## config.mk

```make
export PLATFORM = sky130hd
export DESIGN_NAME = regfile_access_sequencer
export DESIGN_NICKNAME = d
export VERILOG_FILES = /design/src/rtl/gpp_regctl_pkg.sv /design/src/rtl/regctl_timeout_ctr.sv /design/src/rtl/regfile_access_sequencer.sv
export SDC_FILE = /design/constraint.sdc
export NUM_CORES = 1
export LEC_CHECK = 0
export CAP_MARGIN = 10
export CELL_PAD_IN_SITES_DETAIL_PLACEMENT = 0
export CELL_PAD_IN_SITES_GLOBAL_PLACEMENT = 2
export CORE_MARGIN = 3
export CORE_UTILIZATION = 32
export DETAILED_ROUTE_END_ITERATION = 6
export PLACE_DENSITY = 0.92
export SLEW_MARGIN = 20
export SYNTH_ARGS = -nofsm -noshare
export SYNTH_HDL_FRONTEND = slang
export SYNTH_SLANG_ARGS = --single-unit
export TNS_END_PERCENT = 10
```

## constraint.sdc

```tcl
create_clock -name clk -period 2.9 [get_ports clk]
set_input_delay 0.58 -clock clk [delete_from_list [all_inputs] [get_ports clk]]
set_output_delay 0.58 -clock clk [all_outputs]
set_load 0.05 [all_outputs]
```

## src/rtl/gpp_regctl_pkg.sv

```systemverilog
// Shared encodings for the GPP register-file access sequencer: command fields,
// FSM state codes and the command payload struct.
package gpp_regctl_pkg;

    localparam int unsigned OP_W  = 2;
    localparam int unsigned SEL_W = 2;
    localparam int unsigned ST_W  = 3;

    localparam logic [OP_W-1:0] OP_LOAD = 2'b00;
    localparam logic [OP_W-1:0] OP_READ = 2'b01;
    localparam logic [OP_W-1:0] OP_ALU  = 2'b10;

    localparam logic [SEL_W-1:0] SEL_X    = 2'b00;
    localparam logic [SEL_W-1:0] SEL_Y    = 2'b01;
    localparam logic [SEL_W-1:0] SEL_ACC  = 2'b10;
    localparam logic [SEL_W-1:0] SEL_RSVD = 2'b11;

    localparam logic [ST_W-1:0] ST_IDLE     = 3'd0;
    localparam logic [ST_W-1:0] ST_WAIT_MEM = 3'd1;
    localparam logic [ST_W-1:0] ST_WRITE    = 3'd2;
    localparam logic [ST_W-1:0] ST_READ     = 3'd3;
    localparam logic [ST_W-1:0] ST_OPND     = 3'd4;
    localparam logic [ST_W-1:0] ST_WAIT_ALU = 3'd5;
    localparam logic [ST_W-1:0] ST_SAVE     = 3'd6;

    typedef struct packed {
        logic [OP_W-1:0]  op;
        logic [SEL_W-1:0] sel;
    } regctl_cmd_t;

    // ACC is only a legal target for LOAD; anything else is accepted and dropped.
    function automatic logic cmd_is_legal(input regctl_cmd_t cmd);
        logic legal;
        legal = 1'b0;
        case (cmd.op)
            OP_LOAD:         legal = (cmd.sel != SEL_RSVD);
            OP_READ, OP_ALU: legal = (cmd.sel == SEL_X) || (cmd.sel == SEL_Y);
            default:         legal = 1'b0;
        endcase
        return legal;
    endfunction

endpackage

```

## src/rtl/regctl_timeout_ctr.sv

```systemverilog
// Wait-state cycle counter; flags the last permitted wait cycle.
module regctl_timeout_ctr #(
    parameter int unsigned WAIT_TIMEOUT = 16,
    parameter int unsigned CNT_W        = 5
) (
    input  logic i_clk,
    input  logic i_rst_n,
    input  logic i_clear,
    input  logic i_enable,
    output logic o_expired_c
);

    logic [CNT_W-1:0] r_count;

    always_ff @(posedge i_clk) begin
        if (!i_rst_n) begin
            r_count <= '0;
        end else if (i_clear) begin
            r_count <= '0;
        end else if (i_enable) begin
            r_count <= r_count + CNT_W'(1);
        end
    end

    assign o_expired_c = (r_count == CNT_W'(WAIT_TIMEOUT - 1));

endmodule

```

## src/rtl/regfile_access_sequencer.sv

```systemverilog
// Expands LOAD/READ/ALU register commands into register-file strobes, waiting
// on memory data or ALU completion with a bounded timeout.
module regfile_access_sequencer
    import gpp_regctl_pkg::*;
#(
    parameter int unsigned WAIT_TIMEOUT = 16,
    parameter int unsigned CNT_W        = 5
) (
    input  logic             clk,
    input  logic             rst,
    input  logic             cmd_valid,
    output logic             cmd_ready,
    input  logic [OP_W-1:0]  cmd_op,
    input  logic [SEL_W-1:0] cmd_sel,
    input  logic             mem_data_valid,
    output logic             alu_start,
    input  logic             alu_done,
    output logic             reg_write_x,
    output logic             reg_write_y,
    output logic             reg_write_accumulator,
    output logic             signal_save_after_alu,
    output logic             reg_read_x,
    output logic             reg_read_y,
    output logic             busy,
    output logic             err_timeout
);

    logic [ST_W-1:0] r_state;
    logic [ST_W-1:0] w_state_next;
    regctl_cmd_t     r_cmd;
    regctl_cmd_t     w_cmd_next;
    regctl_cmd_t     w_cmd_in;

    logic w_accept;
    logic w_in_wait;
    logic w_ctr_clear;
    logic w_expired;
    logic w_timeout;
    logic w_rd_hold;

    logic w_wr_x, w_wr_y, w_wr_acc, w_save, w_rd_x, w_rd_y, w_alu_start;
    logic r_wr_x, r_wr_y, r_wr_acc, r_save, r_rd_x, r_rd_y, r_alu_start;
    logic r_ready, r_busy, r_err;

    assign w_cmd_in.op  = cmd_op;
    assign w_cmd_in.sel = cmd_sel;
    assign w_accept     = cmd_valid & r_ready;
    assign w_in_wait    = (r_state == ST_WAIT_MEM) || (r_state == ST_WAIT_ALU);
    assign w_ctr_clear  = ~w_in_wait;

    regctl_timeout_ctr #(
        .WAIT_TIMEOUT (WAIT_TIMEOUT),
        .CNT_W        (CNT_W)
    ) u_timeout_ctr (
        .i_clk       (clk),
        .i_rst_n     (rst),
        .i_clear     (w_ctr_clear),
        .i_enable    (w_in_wait),
        .o_expired_c (w_expired)
    );

    // Next state, then strobes decoded from next state so they register in step with it.
    always_comb begin
        w_state_next = r_state;
        w_cmd_next   = r_cmd;
        w_timeout    = 1'b0;
        w_rd_hold    = 1'b0;
        w_wr_x       = 1'b0;
        w_wr_y       = 1'b0;
        w_wr_acc     = 1'b0;
        w_save       = 1'b0;
        w_rd_x       = 1'b0;
        w_rd_y       = 1'b0;
        w_alu_start  = 1'b0;

        case (r_state)
            ST_IDLE: begin
                if (w_accept) begin
                    w_cmd_next = w_cmd_in;
                    if (cmd_is_legal(w_cmd_in)) begin
                        case (cmd_op)
                            OP_LOAD: w_state_next = ST_WAIT_MEM;
                            OP_READ: w_state_next = ST_READ;
                            OP_ALU:  w_state_next = ST_OPND;
                            default: w_state_next = ST_IDLE;
                        endcase
                    end
                end
            end
            ST_WAIT_MEM: begin
                // Data arriving on the expiring cycle still completes the load.
                if (mem_data_valid) begin
                    w_state_next = ST_WRITE;
                end else if (w_expired) begin
                    w_state_next = ST_IDLE;
                    w_timeout    = 1'b1;
                end
            end
            ST_WAIT_ALU: begin
                if (alu_done) begin
                    w_state_next = ST_SAVE;
                end else if (w_expired) begin
                    w_state_next = ST_IDLE;
                    w_timeout    = 1'b1;
                end
            end
            ST_OPND:  w_state_next = ST_WAIT_ALU;
            ST_WRITE: w_state_next = ST_IDLE;
            ST_READ:  w_state_next = ST_IDLE;
            ST_SAVE:  w_state_next = ST_IDLE;
            default:  w_state_next = ST_IDLE;
        endcase

        w_rd_hold   = (w_state_next == ST_READ) || (w_state_next == ST_OPND) ||
                      (w_state_next == ST_WAIT_ALU);
        w_rd_x      = w_rd_hold && (w_cmd_next.sel == SEL_X);
        w_rd_y      = w_rd_hold && (w_cmd_next.sel == SEL_Y);
        w_wr_x      = (w_state_next == ST_WRITE) && (w_cmd_next.sel == SEL_X);
        w_wr_y      = (w_state_next == ST_WRITE) && (w_cmd_next.sel == SEL_Y);
        w_wr_acc    = (w_state_next == ST_WRITE) && (w_cmd_next.sel == SEL_ACC);
        w_save      = (w_state_next == ST_SAVE);
        w_alu_start = (w_state_next == ST_OPND);
    end

    always_ff @(posedge clk) begin
        if (!rst) begin
            r_state     <= ST_IDLE;
            r_cmd       <= '0;
            r_ready     <= 1'b1;
            r_busy      <= 1'b0;
            r_err       <= 1'b0;
            r_wr_x      <= 1'b0;
            r_wr_y      <= 1'b0;
            r_wr_acc    <= 1'b0;
            r_save      <= 1'b0;
            r_rd_x      <= 1'b0;
            r_rd_y      <= 1'b0;
            r_alu_start <= 1'b0;
        end else begin
            r_state     <= w_state_next;
            r_cmd       <= w_cmd_next;
            r_ready     <= (w_state_next == ST_IDLE);
            r_busy      <= (w_state_next != ST_IDLE);
            r_err       <= r_err | w_timeout;
            r_wr_x      <= w_wr_x;
            r_wr_y      <= w_wr_y;
            r_wr_acc    <= w_wr_acc;
            r_save      <= w_save;
            r_rd_x      <= w_rd_x;
            r_rd_y      <= w_rd_y;
            r_alu_start <= w_alu_start;
        end
    end

    assign cmd_ready             = r_ready;
    assign busy                  = r_busy;
    assign err_timeout           = r_err;
    assign reg_write_x           = r_wr_x;
    assign reg_write_y           = r_wr_y;
    assign reg_write_accumulator = r_wr_acc;
    assign signal_save_after_alu = r_save;
    assign reg_read_x            = r_rd_x;
    assign reg_read_y            = r_rd_y;
    assign alu_start             = r_alu_start;

endmodule

```

* Word-level counts from Yosys, hierarchy flattened
Index checks and enable logic that the tools add are counted.
** Word-level totals
- Bits in registers :: 20
- Latch bits :: 0
- RAM bits :: 0
- Bits in read-only memories :: 0
- Output and inout bits :: 10
- Word-level logic and storage cells :: 64
- Memories :: 0
** Cells by class
- Add/sub/neg operators :: 1
- Multiply operators :: 0
- Div/mod/pow operators :: 0
- Order comparisons :: 0
- Eq/ne operators :: 15
- Shift operators :: 0
- Muxes and demuxes :: 16
- Bitwise logic cells :: 2
- Reduce and logical (&&, ||, !) cells :: 17
** Operator list (count)
- 3-bit == test (second input constant) :: 5
- 3-bit 2-to-1 mux :: 5
- 3-bit case mux with 4 select lines :: 1
- 3-bit case mux with 3 select lines :: 1
- 2-bit by 1-bit == test with 1-bit output (second input constant) :: 3
- 3-bit by 2-bit == test with 1-bit output (second input constant) :: 2
- 2-bit zero test :: 3
- 3-bit zero test :: 2
- 5-bit by 1-bit adder with 5-bit output (second input constant) :: 1
- 5-bit by 4-bit == test with 1-bit output (second input constant) :: 1
- 1-bit logical AND :: 5
- 1-bit 2-to-1 mux :: 5
- 2-bit == test (second input constant) :: 2
- 1-bit logical OR :: 4
- 2-bit 2-to-1 mux :: 2
- 1-bit case mux with 2 select lines :: 2
- 3-bit by 1-bit == test with 1-bit output (second input constant) :: 1
- 3-bit nonzero test :: 1
- 2-bit != test (second input constant) :: 1
- 2-bit AND reduction :: 1
- 2-bit OR reduction :: 1
- 1-bit bitwise AND :: 1
- 1-bit bitwise OR :: 1

* Logic depth before layout (Yosys ltp)
- Word-level depth :: 12
- Mapped depth :: 8
- Depth with buffers taken out :: 8

* Hierarchy
From an unflattened synthesis, not the netlist that was laid out.
** Second synthesis, totals
- Cell total of the unflattened synthesis :: 97
- Area total of the unflattened synthesis :: 953.4 µm²
** Modules (own cells, without submodules)
- regfile_access_sequencer :: instances 1, cells each 73, area each 714.4 µm², seq. area each 300.3 µm²
- regctl_timeout_ctr :: instances 1, cells each 24, area each 239.0 µm², seq. area each 100.1 µm²

* Worst setup path after synthesis
No wires, ideal clock.
- Path kind :: input port to flip-flop
- Start :: input port cmd_op[0]
- End :: register r_wr_acc (netlist: reg_write_accumulator)
- Setup time :: 0.061 ns
- Arrival time :: 2.077 ns
- Data required time :: 2.839 ns
- Path slack :: 0.762 ns
- Stages :: 6
- Path buffers :: 0
- Cells stage by stage :: inv_1 -> ha_1 -> or2_1 -> a41o_1 -> or3_4 -> and4bb_1
** On the way
- Word-level cells in the longest chain between the ends :: 10
** Ends and longest elaborated chain
- from (decl) :: RTL line regfile_access_sequencer.sv:13 : input logic [OP_W-1:0] cmd_op,
- 2-bit == test or 2-bit by 1-bit == test with 1-bit output (tied branches) :: RTL line gpp_regctl_pkg.sv:35, regfile_access_sequencer.sv:81
- 2-bit OR reduction :: RTL line gpp_regctl_pkg.sv:35 : case (cmd.op)
- 1-bit case mux with 2 select lines :: RTL line gpp_regctl_pkg.sv:35
- 1-bit 2-to-1 mux :: RTL line regfile_access_sequencer.sv:78 : if (w_accept) begin
- 1-bit 2-to-1 mux :: RTL line regfile_access_sequencer.sv:76 : case (r_state)
- 3-bit 2-to-1 mux * :: RTL line regfile_access_sequencer.sv:80 : if (cmd_is_legal(w_cmd_in)) begin
- 3-bit 2-to-1 mux * :: RTL line regfile_access_sequencer.sv:78
- 3-bit case mux with 4 select lines * :: RTL line regfile_access_sequencer.sv:76
- 3-bit by 2-bit == test with 1-bit output * :: RTL line regfile_access_sequencer.sv:120 : w_wr_acc = (w_state_next == ST_WRITE) && (w_cmd_next.sel == SEL_ACC);
- 1-bit logical AND * :: RTL line regfile_access_sequencer.sv:120
- to (signal assigned) :: RTL line regfile_access_sequencer.sv:147 : r_wr_acc <= w_wr_acc;
- to (decl) :: RTL line regfile_access_sequencer.sv:42 : logic r_wr_x, r_wr_y, r_wr_acc, r_save, r_rd_x, r_rd_y, r_alu_start;
Mark *: on every way between the ends. The rest lies on a longest branch, timed or not. The select of a mux whose other input is x is not followed.
A chain may end at the register's enable or synchronous reset.

* Final worst setup path
Same ends and word-level chain as after synthesis.

==> flow_summary.ini <==
[clock_tree]
clk_latency_ns = 0.30
root_buffer = clkbuf_4
cts_tree = yes
htreeDepth = 1
cts_hold_buf = 0
cts.repair.resized = 0
cts_buffer_depth = 2
cts_made_buffers = 3
clkSlewWorstSetupHoldPaths_ns = 0.11
cts_sinks = 20
cts_setup_buffers = 0

[power_and_ir_drop]
powerDensity_nw_per_um2 = 463
swShare = 0.254
p_int_uw = 399
p_clk_frac = 0.294
power_switching_uw = 136
p_leak_nw = 0.475
p_seq_frac = 0.541
combinationalPowerShare = 0.165
ir_drop_uv = 259

[sta]
hold_violations = 0
rsz0062_at_grt = false
tns_ns = 0
slew_violations = 0
slew_headroom = 0.665
layout_min_cycle_time_ns = 2.49
skew_ns = 0.0140
setup_violations = 0
max_freq_mhz = 401
finalCritPeriodShare = 0.860
tightestPinTransition_ns = 0.500

[grt]
grt_overflow_total = 0
grt_pass1_wl_um = 2770
antenna_found_initial = 0
track_usage = 0.105
grt_max_degree = 14
grt_pass1_vias = 644

[critical_path]
crit_family = simple AND/OR/NAND/NOR gates
critPathBufInv = 2
slowest_stage = clkdlybuf4s50_1
regToRegStartpoint = u_timeout_ctr.r_count[0]
criticalPathCategory = primary input to register
worst_r2r_path_depth = 8
start_kind = primary input
path_cells = clkdlybuf4s50_1 > inv_1 > ha_1 > or2_1 > a41o_1 > or3_4 > and4bb_1
reg2reg_slack_ns = 0.78
crit_arrival_ns = 2.75
path_depth = 7
r2r_end = reg_read_x
endpoint = reg_write_accumulator
cp_data_required_time_ns = 3.15
startpoint = cmd_op[0]
end_kind = register
crit_path_max_incr_delay_ns = 0.53
path_max_fanout = 6

[yosys]
avgSynthCellArea_um2 = 9.94
yosys_warnings = 0
synth_cells = 91
synthArstFlopShare = 0
ys_seq_elements = 20
syn_nets = 107
yosys_most_used_dff = dfxtp_1
ys_types = 36
ys_seq_area_frac = 0.443
synth_edf_count = 0
synth_area_um2 = 905

[place]
dp_hpwl_um = 1300
numPortBuffers = 18
place_inst = 138
gp_congestion = 0.665

[routing]
post-route-drc-count = 0
wl_per_cell_um = 11.6
drtAntennaViolNets = 0
drtPass1Iterations = 3
via_per_inst = 4.77
drtIter0Drc = 6
num_vias = 678
wl_um = 1650

[final_layout]
fin_nets = 129
final_common_cell = dfxtp_1
layout_common_cells = 20 x dfxtp_1, 18 x clkdlybuf4s50_1, 7 x nor2_1, 7 x ha_1, 6 x inv_1
antennaDiodeCount = 0
finalNonFillerCells = 142
area_growth_pct = 27.7
drive_gt1_frac = 0.0804

[die]
dieWidth_um = 59.2
core_um2 = 2590
io-pin-count = 19
fp-row-count = 18
initial_core_util = 0.349
fp.dieArea_um2 = 3500
dieHeight_um = 59.2

[hold_path]
hold_class = register to register

[run_status]
status = finished, final reports clean

[job]
cap_violations = 0
[per-stage QoR]
stage                     hold WS (ns)  instance area, µm²  utilization  setup slack, ns  power (mW)
after floorplan                  0.418                 905            -            0.762       0.352
after global placement           0.435                1120        0.432            0.151       0.384
after detailed placement         0.450                1120        0.432           0.0941       0.384
after CTS                        0.467                1150        0.446            0.412       0.542
after global routing             0.505                1150        0.446            0.323       0.559
final                            0.466                1150        0.446            0.405       0.535
[sequential cells by signal (all words and copies together), names as in the netlist]
| register | cells |
|---|---|
| u_timeout_ctr.r_count | 5 |
| r_state | 3 |
| r_cmd | 2 |
| alu_start | 1 |
| busy | 1 |
| cmd_ready | 1 |
| err_timeout | 1 |
| reg_read_x | 1 |
| reg_read_y | 1 |
| reg_write_accumulator | 1 |
| reg_write_x | 1 |
| reg_write_y | 1 |
| signal_save_after_alu | 1 |
[synth_stat cells, drive strengths merged (2+ instances only)]
| library cell | n | area (µm²) |
|---|---|---|
| and3 | 3 | 18.8 |
| nor3 | 4 | 25.0 |
| mux2i | 3 | 30.0 |
| nand3 | 2 | 10.0 |
| nor2b | 5 | 31.3 |
| o21ai | 4 | 20.0 |
| nand2b | 2 | 20.0 |
| a21oi | 4 | 20.0 |
| nand2 | 3 | 11.3 |
| nor2 | 7 | 26.3 |
| ha | 7 | 87.6 |
| nor3b | 2 | 15.0 |
| dfxtp | 20 | 400 |
| inv | 6 | 22.5 |
[how the worst min path moves through the flow]
stage | from | endpoint | slack (ns) | cells after the start
after floorplan | u_timeout_ctr.r_count[0] | u_timeout_ctr.r_count[0] | 0.42 | 1
after global placement | u_timeout_ctr.r_count[0] | u_timeout_ctr.r_count[0] | 0.43 | 1
after detailed placement | u_timeout_ctr.r_count[0] | u_timeout_ctr.r_count[0] | 0.45 | 1
after CTS | u_timeout_ctr.r_count[0] | u_timeout_ctr.r_count[0] | 0.47 | 1
after global routing | u_timeout_ctr.r_count[0] | u_timeout_ctr.r_count[0] | 0.50 | 1
final | u_timeout_ctr.r_count[0] | u_timeout_ctr.r_count[0] | 0.47 | 1
[cell families after synthesis]
kind of cell	after synthesis	share of synthesized area
adder cells (fa/ha/maj)	7	0.0968
flip-flops	20	0.443
XOR/XNOR	2	0.0194
multiplexers	3	0.0332
AND/OR/NAND/NOR	36	0.250
buffers and inverters	7	0.0290
AO/OA/AOI/OAI	16	0.129
[power groups by stage]
stage          logic, mW  registers [mW]  clock network, mW
2_1_floorplan     0.0437           0.309                  0
3_3_place_gp      0.0886           0.296                  0
3_5_place_dp      0.0886           0.296                  0
4_1_cts           0.0890           0.290              0.163
5_1_grt           0.0975           0.291              0.171
6_report          0.0883           0.289              0.157
[cell type report]
cell class	count	area (µm²)
multi-input cells	64	478
flip-flops and latches	20	400
clock buffers	4	36.3
repair buffers	18	180
well taps	30	37.5
inverters	6	22.5
fillers	259	1440
[metal layers]
metal,global-route usage,vias up,routed length [µm],share of wire
li1,-,362,-,-
met4,0.0583,0,42,0.025
met1,0.150,301,874,0.53
met2,0.148,11,677,0.41
met5,0,-,0,0
met3,0.0174,4,54,0.033
Note: power is estimated with default switching activity, not from simulation.
